[config.mk]
export PLATFORM = sky130hd
export DESIGN_NAME = seq_divider
export DESIGN_NICKNAME = d
export VERILOG_FILES = /design/src/rtl/seq_divider.sv
export SDC_FILE = /design/constraint.sdc
export NUM_CORES = 1
export LEC_CHECK = 0
export ABC_AREA = 1
export BUFFER_PORTS_ARGS = -buffer_cell sky130_fd_sc_hd__buf_2
export CORE_AREA = 2 2 134 71
export CTS_CLUSTER_DIAMETER = 120
export DETAILED_ROUTE_END_ITERATION = 8
export DIE_AREA = 0 0 136 73
export PLACE_DENSITY_LB_ADDON = 0.08
export SYNTH_ARGS = -nofsm -noshare
export SYNTH_HDL_FRONTEND = slang
export SYNTH_SLANG_ARGS = --single-unit
[constraint.sdc]
create_clock -name clk -period 4.3 [get_ports clk]
set_input_delay 0.215 -clock clk [delete_from_list [all_inputs] [get_ports clk]]
set_output_delay 0.215 -clock clk [all_outputs]
set_load 0.01 [all_outputs]
[src/rtl/seq_divider.sv]
// -----------------------------------------------------------------------------
// seq_divider
//   Sequential unsigned restoring divider. Each RUN cycle produces one quotient
//   bit by shift-subtract, so a division takes WIDTH cycles. A zero divisor
//   skips RUN and returns quotient = all ones, remainder = dividend and
//   div_by_zero = 1.
//
// Ports
//   clk          rising-edge system clock
//   reset_n      asynchronous active-low reset
//   start        launch request, sampled only in IDLE
//   OpA, OpB     dividend / divisor, captured on the accepting edge
//   quotient     registered quotient, held until the next completion
//   remainder    registered remainder, held until the next completion
//   busy         high while iterating
//   done         one-cycle completion pulse
//   div_by_zero  set with a zero-divisor result, cleared on the next accept
// -----------------------------------------------------------------------------
module seq_divider #(
    parameter int WIDTH = 8
) (
    input  logic             clk,
    input  logic             reset_n,
    input  logic             start,
    input  logic [WIDTH-1:0] OpA,
    input  logic [WIDTH-1:0] OpB,
    output logic [WIDTH-1:0] quotient,
    output logic [WIDTH-1:0] remainder,
    output logic             busy,
    output logic             done,
    output logic             div_by_zero
);

    localparam int CW = $clog2(WIDTH);

    // ZDIV spaces the zero-divisor result so its done pulse lands one cycle
    // after the accepting edge, without ever raising busy.
    typedef enum logic [1:0] {
        IDLE = 2'd0,
        RUN  = 2'd1,
        ZDIV = 2'd2,
        DONE = 2'd3
    } state_t;

    state_t           state_q, state_d;
    logic [WIDTH-1:0] a_q, a_d;
    logic [WIDTH-1:0] b_q, b_d;
    logic [WIDTH-1:0] p_q, p_d;
    logic [CW-1:0]    count_q, count_d;
    logic [WIDTH-1:0] quo_q, quo_d;
    logic [WIDTH-1:0] rem_q, rem_d;
    logic             dbz_q, dbz_d;
    logic             busy_q, busy_d;
    logic             done_q, done_d;

    logic [WIDTH:0]   t_s;
    logic [WIDTH:0]   diff_s;
    logic             borrow_s;

    // Ripple-borrow subtractor x - y; returns {borrow_out, difference}.
    // The borrow-out doubles as the "x < y" decision.
    function automatic logic [WIDTH+1:0] sub_borrow(input logic [WIDTH:0] x,
                                                    input logic [WIDTH:0] y);
        logic           b;
        logic [WIDTH:0] d;
        b = 1'b0;
        d = {(WIDTH+1){1'b0}};
        for (int i = 0; i <= WIDTH; i++) begin
            d[i] = x[i] ^ y[i] ^ b;
            b    = (~x[i] & y[i]) | (~(x[i] ^ y[i]) & b);
        end
        return {b, d};
    endfunction

    // Next-state, datapath iteration and output register inputs.
    always_comb begin
        state_d = state_q;
        a_d     = a_q;
        b_d     = b_q;
        p_d     = p_q;
        count_d = count_q;
        quo_d   = quo_q;
        rem_d   = rem_q;
        dbz_d   = dbz_q;

        t_s                = {p_q, a_q[WIDTH-1]};
        {borrow_s, diff_s} = sub_borrow(t_s, {1'b0, b_q});

        case (state_q)
            IDLE: begin
                if (start) begin
                    if (OpB != {WIDTH{1'b0}}) begin
                        a_d     = OpA;
                        b_d     = OpB;
                        p_d     = {WIDTH{1'b0}};
                        count_d = {CW{1'b0}};
                        dbz_d   = 1'b0;
                        state_d = RUN;
                    end else begin
                        quo_d   = {WIDTH{1'b1}};
                        rem_d   = OpA;
                        dbz_d   = 1'b1;
                        state_d = ZDIV;
                    end
                end else begin
                    state_d = IDLE;
                end
            end
            RUN: begin
                // Restore (keep T) when the subtraction borrows, else keep T-B.
                a_d     = {a_q[WIDTH-2:0], ~borrow_s};
                p_d     = borrow_s ? t_s[WIDTH-1:0] : diff_s[WIDTH-1:0];
                count_d = count_q + CW'(1);
                if (count_q == CW'(WIDTH - 1)) begin
                    quo_d   = {a_q[WIDTH-2:0], ~borrow_s};
                    rem_d   = borrow_s ? t_s[WIDTH-1:0] : diff_s[WIDTH-1:0];
                    state_d = DONE;
                end else begin
                    state_d = RUN;
                end
            end
            ZDIV: begin
                state_d = DONE;
            end
            DONE: begin
                state_d = IDLE;
            end
            default: begin
                state_d = IDLE;
            end
        endcase

        // busy/done are registered from the next state so they line up with it.
        busy_d = (state_d == RUN);
        done_d = (state_d == DONE);
    end

    // State, datapath and output registers.
    always_ff @(posedge clk or negedge reset_n) begin
        if (!reset_n) begin
            state_q <= IDLE;
            a_q     <= {WIDTH{1'b0}};
            b_q     <= {WIDTH{1'b0}};
            p_q     <= {WIDTH{1'b0}};
            count_q <= {CW{1'b0}};
            quo_q   <= {WIDTH{1'b0}};
            rem_q   <= {WIDTH{1'b0}};
            dbz_q   <= 1'b0;
            busy_q  <= 1'b0;
            done_q  <= 1'b0;
        end else begin
            state_q <= state_d;
            a_q     <= a_d;
            b_q     <= b_d;
            p_q     <= p_d;
            count_q <= count_d;
            quo_q   <= quo_d;
            rem_q   <= rem_d;
            dbz_q   <= dbz_d;
            busy_q  <= busy_d;
            done_q  <= done_d;
        end
    end

    assign quotient    = quo_q;
    assign remainder   = rem_q;
    assign busy        = busy_q;
    assign done        = done_q;
    assign div_by_zero = dbz_q;

endmodule

==> results.md <==
- RSZ-0062 raised after global routing: no
- Layout cells sized above 1: 16.3%
- GP Congestion: 0.763
- IO Count: 38
- CP endpoint kind: register
- Area of the core: 8950 sq um
- Crit path launch type: register
- Mean Syn Cell Area: 8.11 sq um
- Die span in x: 136 um
- Mapped Nets: 348
- Inst Count DP: 463
- Period minus WS final: 4.04 ns
- Post-synth top cells: 116 x nand2_1, 61 x nand3_1, 48 x dfrtp_1
- First-pass GRT wire length: 11800 um
- Area of the die: 9930 sq um
- Post-CTS resize count: 0
- Crit Path Max Fanout: 9
- Max rail drop VDD: 0.000181 V
- Hpwl dp: 4930 um
- Seq/Total Area, Yosys: 46.9%
- Setup TNS: 0 ns
- Crit share post-route: 93.9%
- Layout area overhead: 16.9%
- Headroom to the max-slew limit: 29.1%
- Drt drc: 0
- Clk root buf: clkbuf_16
- Hold WC Path Type: primary input to asynchronous set/reset pin
- Synth top area share: 46.9%
- CTS tree: done
- Hold WS: 0.0391 ns
- Total Routing Usage GR: 15.7%
- DRT iter0 DRCs: 121
- CTS clock-pin slew for the worst setup and hold paths: 0.06 ns
- Final ANT Viol Nets: 0
- Vias in the first global route: 2218
- PwrDens: 705 nW/um^2
- Fin. Hold Viols: 0
- Port Buffers: 37
- Clock Tree Buf Depth: 2
- Mapped Cells: 316
- Worst setup path class: register to register
- Max Clk Rate: 0.248 GHz
- Setup violations, final: 0
- Ant diodes: 0
- Arr. time, crit path: 4.26 ns
- Core Util, Final: 33.5%
- Synth cell types: 23
- Leading area contributor after synthesis: dfrtp_1
- Latest clock arrival within the worst-skew pair: 0.29 ns
- Yosys reg bits: 48
- Dominant synthesized flop cell: dfrtp_1
- Layout Cells excl Fill: 470
- Starting density of the core: 28.6%
- Post-synth EDFFs: 0
- Most common cell in the synthesized netlist: nand2_1
- Post-Route WL: 6930 um
- Nets@finish: 381
- Largest net degree at the start of global routing: 49
- CTS Buf Count: 5
- Die Ht: 73 um
- Power Total: 2110 uW
- Setup Fix Bufs, Post-CTS: 0
- Worst-margin pin slew: 1.06 ns
- Hold Buf Count CTS: 0
- Vias: 2173
- TritonRoute pass-1 iters: 5
- CP required: 4.52 ns
- Grt ovf: 0
- H-tree level count: 2
- Mapped Area: 2560 sq um
- WL/cell: 14.8 um
- LEAKAGE: 0.00163 uW
- FILL cells: 962
- Initial antenna violation count: 0
- Status: finished, final reports clean
- Post-synthesis async set-or-reset flop share: 100%
- Yosys warning total: 0
- Largest cells by area after synthesis: dfrtp_1 47%, nand2_1 17%, nand3_1 12%, fa_1 5.5%, ha_1 2.9%
- Max Cap Viol: 0
- # clock sinks: 48
- Vias/cell: 4.62
- Row cnt: 25
- Clock Skew: 0.00553 ns
- Slew Limit Fails: 0
==> flip-flops by register name, indices dropped and copies added (netlist names), 2 cells and up <==
| signal | count |
|---|---|
| remainder | 8 |
| b_q | 8 |
| count_q | 3 |
| state_q | 2 |
| a_q | 8 |
| p_q | 8 |
| quotient | 8 |
==> worst paths after layout <==
kind	start	slack (ns)	to	depth (start not counted)
worst max-delay path	a_q[7]	0.26	remainder[6]	14
worst min-delay path	reset_n	0.04	quotient[0]	2
worst max register to register	a_q[7]	0.26	remainder[6]	14
worst min register to register	quotient[0]	0.47	quotient[0]	2
max in group asynchronous	reset_n	3.83	b_q[5]	2
min in group clk	OpB[4]	0.14	b_q[4]	3
==> where the power goes <==
part / switching, uW / internal, uW
logic: 637 / 359
registers: 112 / 628
clock network: 164 / 212
==> cell usage in the layout (no fill, tap or decap), drive strengths merged <==
| master | n |
|---|---|
| nand3b | 10 |
| o21ai | 9 |
| buf | 43 |
| or2 | 1 |
| fa | 7 |
| o21a | 1 |
| dfrtp | 48 |
| clkbuf | 6 |
| nor2 | 6 |
| a21oi | 2 |
| clkinv | 2 |
| ha | 6 |
| nand3 | 61 |
| nand2 | 117 |
| nand4 | 8 |
| inv | 22 |
==> cell families (layout without fill, tap and decap cells) <==
family	Yosys count	count (layout)	synth area share (%)
AOI/OAI and AO/OA	12	12	2.59
adders and majority gates	13	13	8.40
buffers and inverters	40	73	6.79
DFF	48	48	46.9
and+or+nand+nor	203	203	35.4
==> cell type report <==
type / instances / area (sq um) / share of cell area (%)
inverters: 23 / 86.3 / 2.88
repair buffers: 43 / 230 / 7.68
multi-input cells: 228 / 1190 / 39.8
clock buffers: 6 / 129 / 4.30
clock inverters: 1 / 5.00 / 0.167
flip-flops and latches: 48 / 1200 / 40.1
well taps: 121 / 151 / 5.05
==> through the flow <==
stage	worst slack [ns]	cell area, sq um
3_5_place_dp	0.152	2860
6_report	0.263	3000
3_3_place_gp	0.192	2860
5_1_grt	0.0248	3000
2_1_floorplan	0.360	2560
4_1_cts	0.138	2990
==> metal layers <==
metal | global-route usage (%) | wire length [um] | share of wire, % | up-vias
met5 | 0 | 0 | 0 | -
met1 | 24.7 | 3760 | 54 | 1014
met4 | 3.70 | 51 | 0.74 | 0
met2 | 20.9 | 2600 | 37 | 67
li1 | - | - | - | 1087
met3 | 4.24 | 526 | 7.6 | 5
==> worst max-delay path: stages, from the launching register on <==
cell,delay [ns]
dfrtp_1,0.37
inv_1,0.05
ha_1,0.20
fa_1,0.38
fa_1,0.39
fa_1,0.38
fa_1,0.39
fa_1,0.39
fa_1,0.39
fa_1,0.41
nand2_2,0.18
nand3b_1,0.15
nand3_1,0.11
nand3_1,0.08
nand2_1,0.11
No activity file was read; power rests on OpenSTA's default activity.
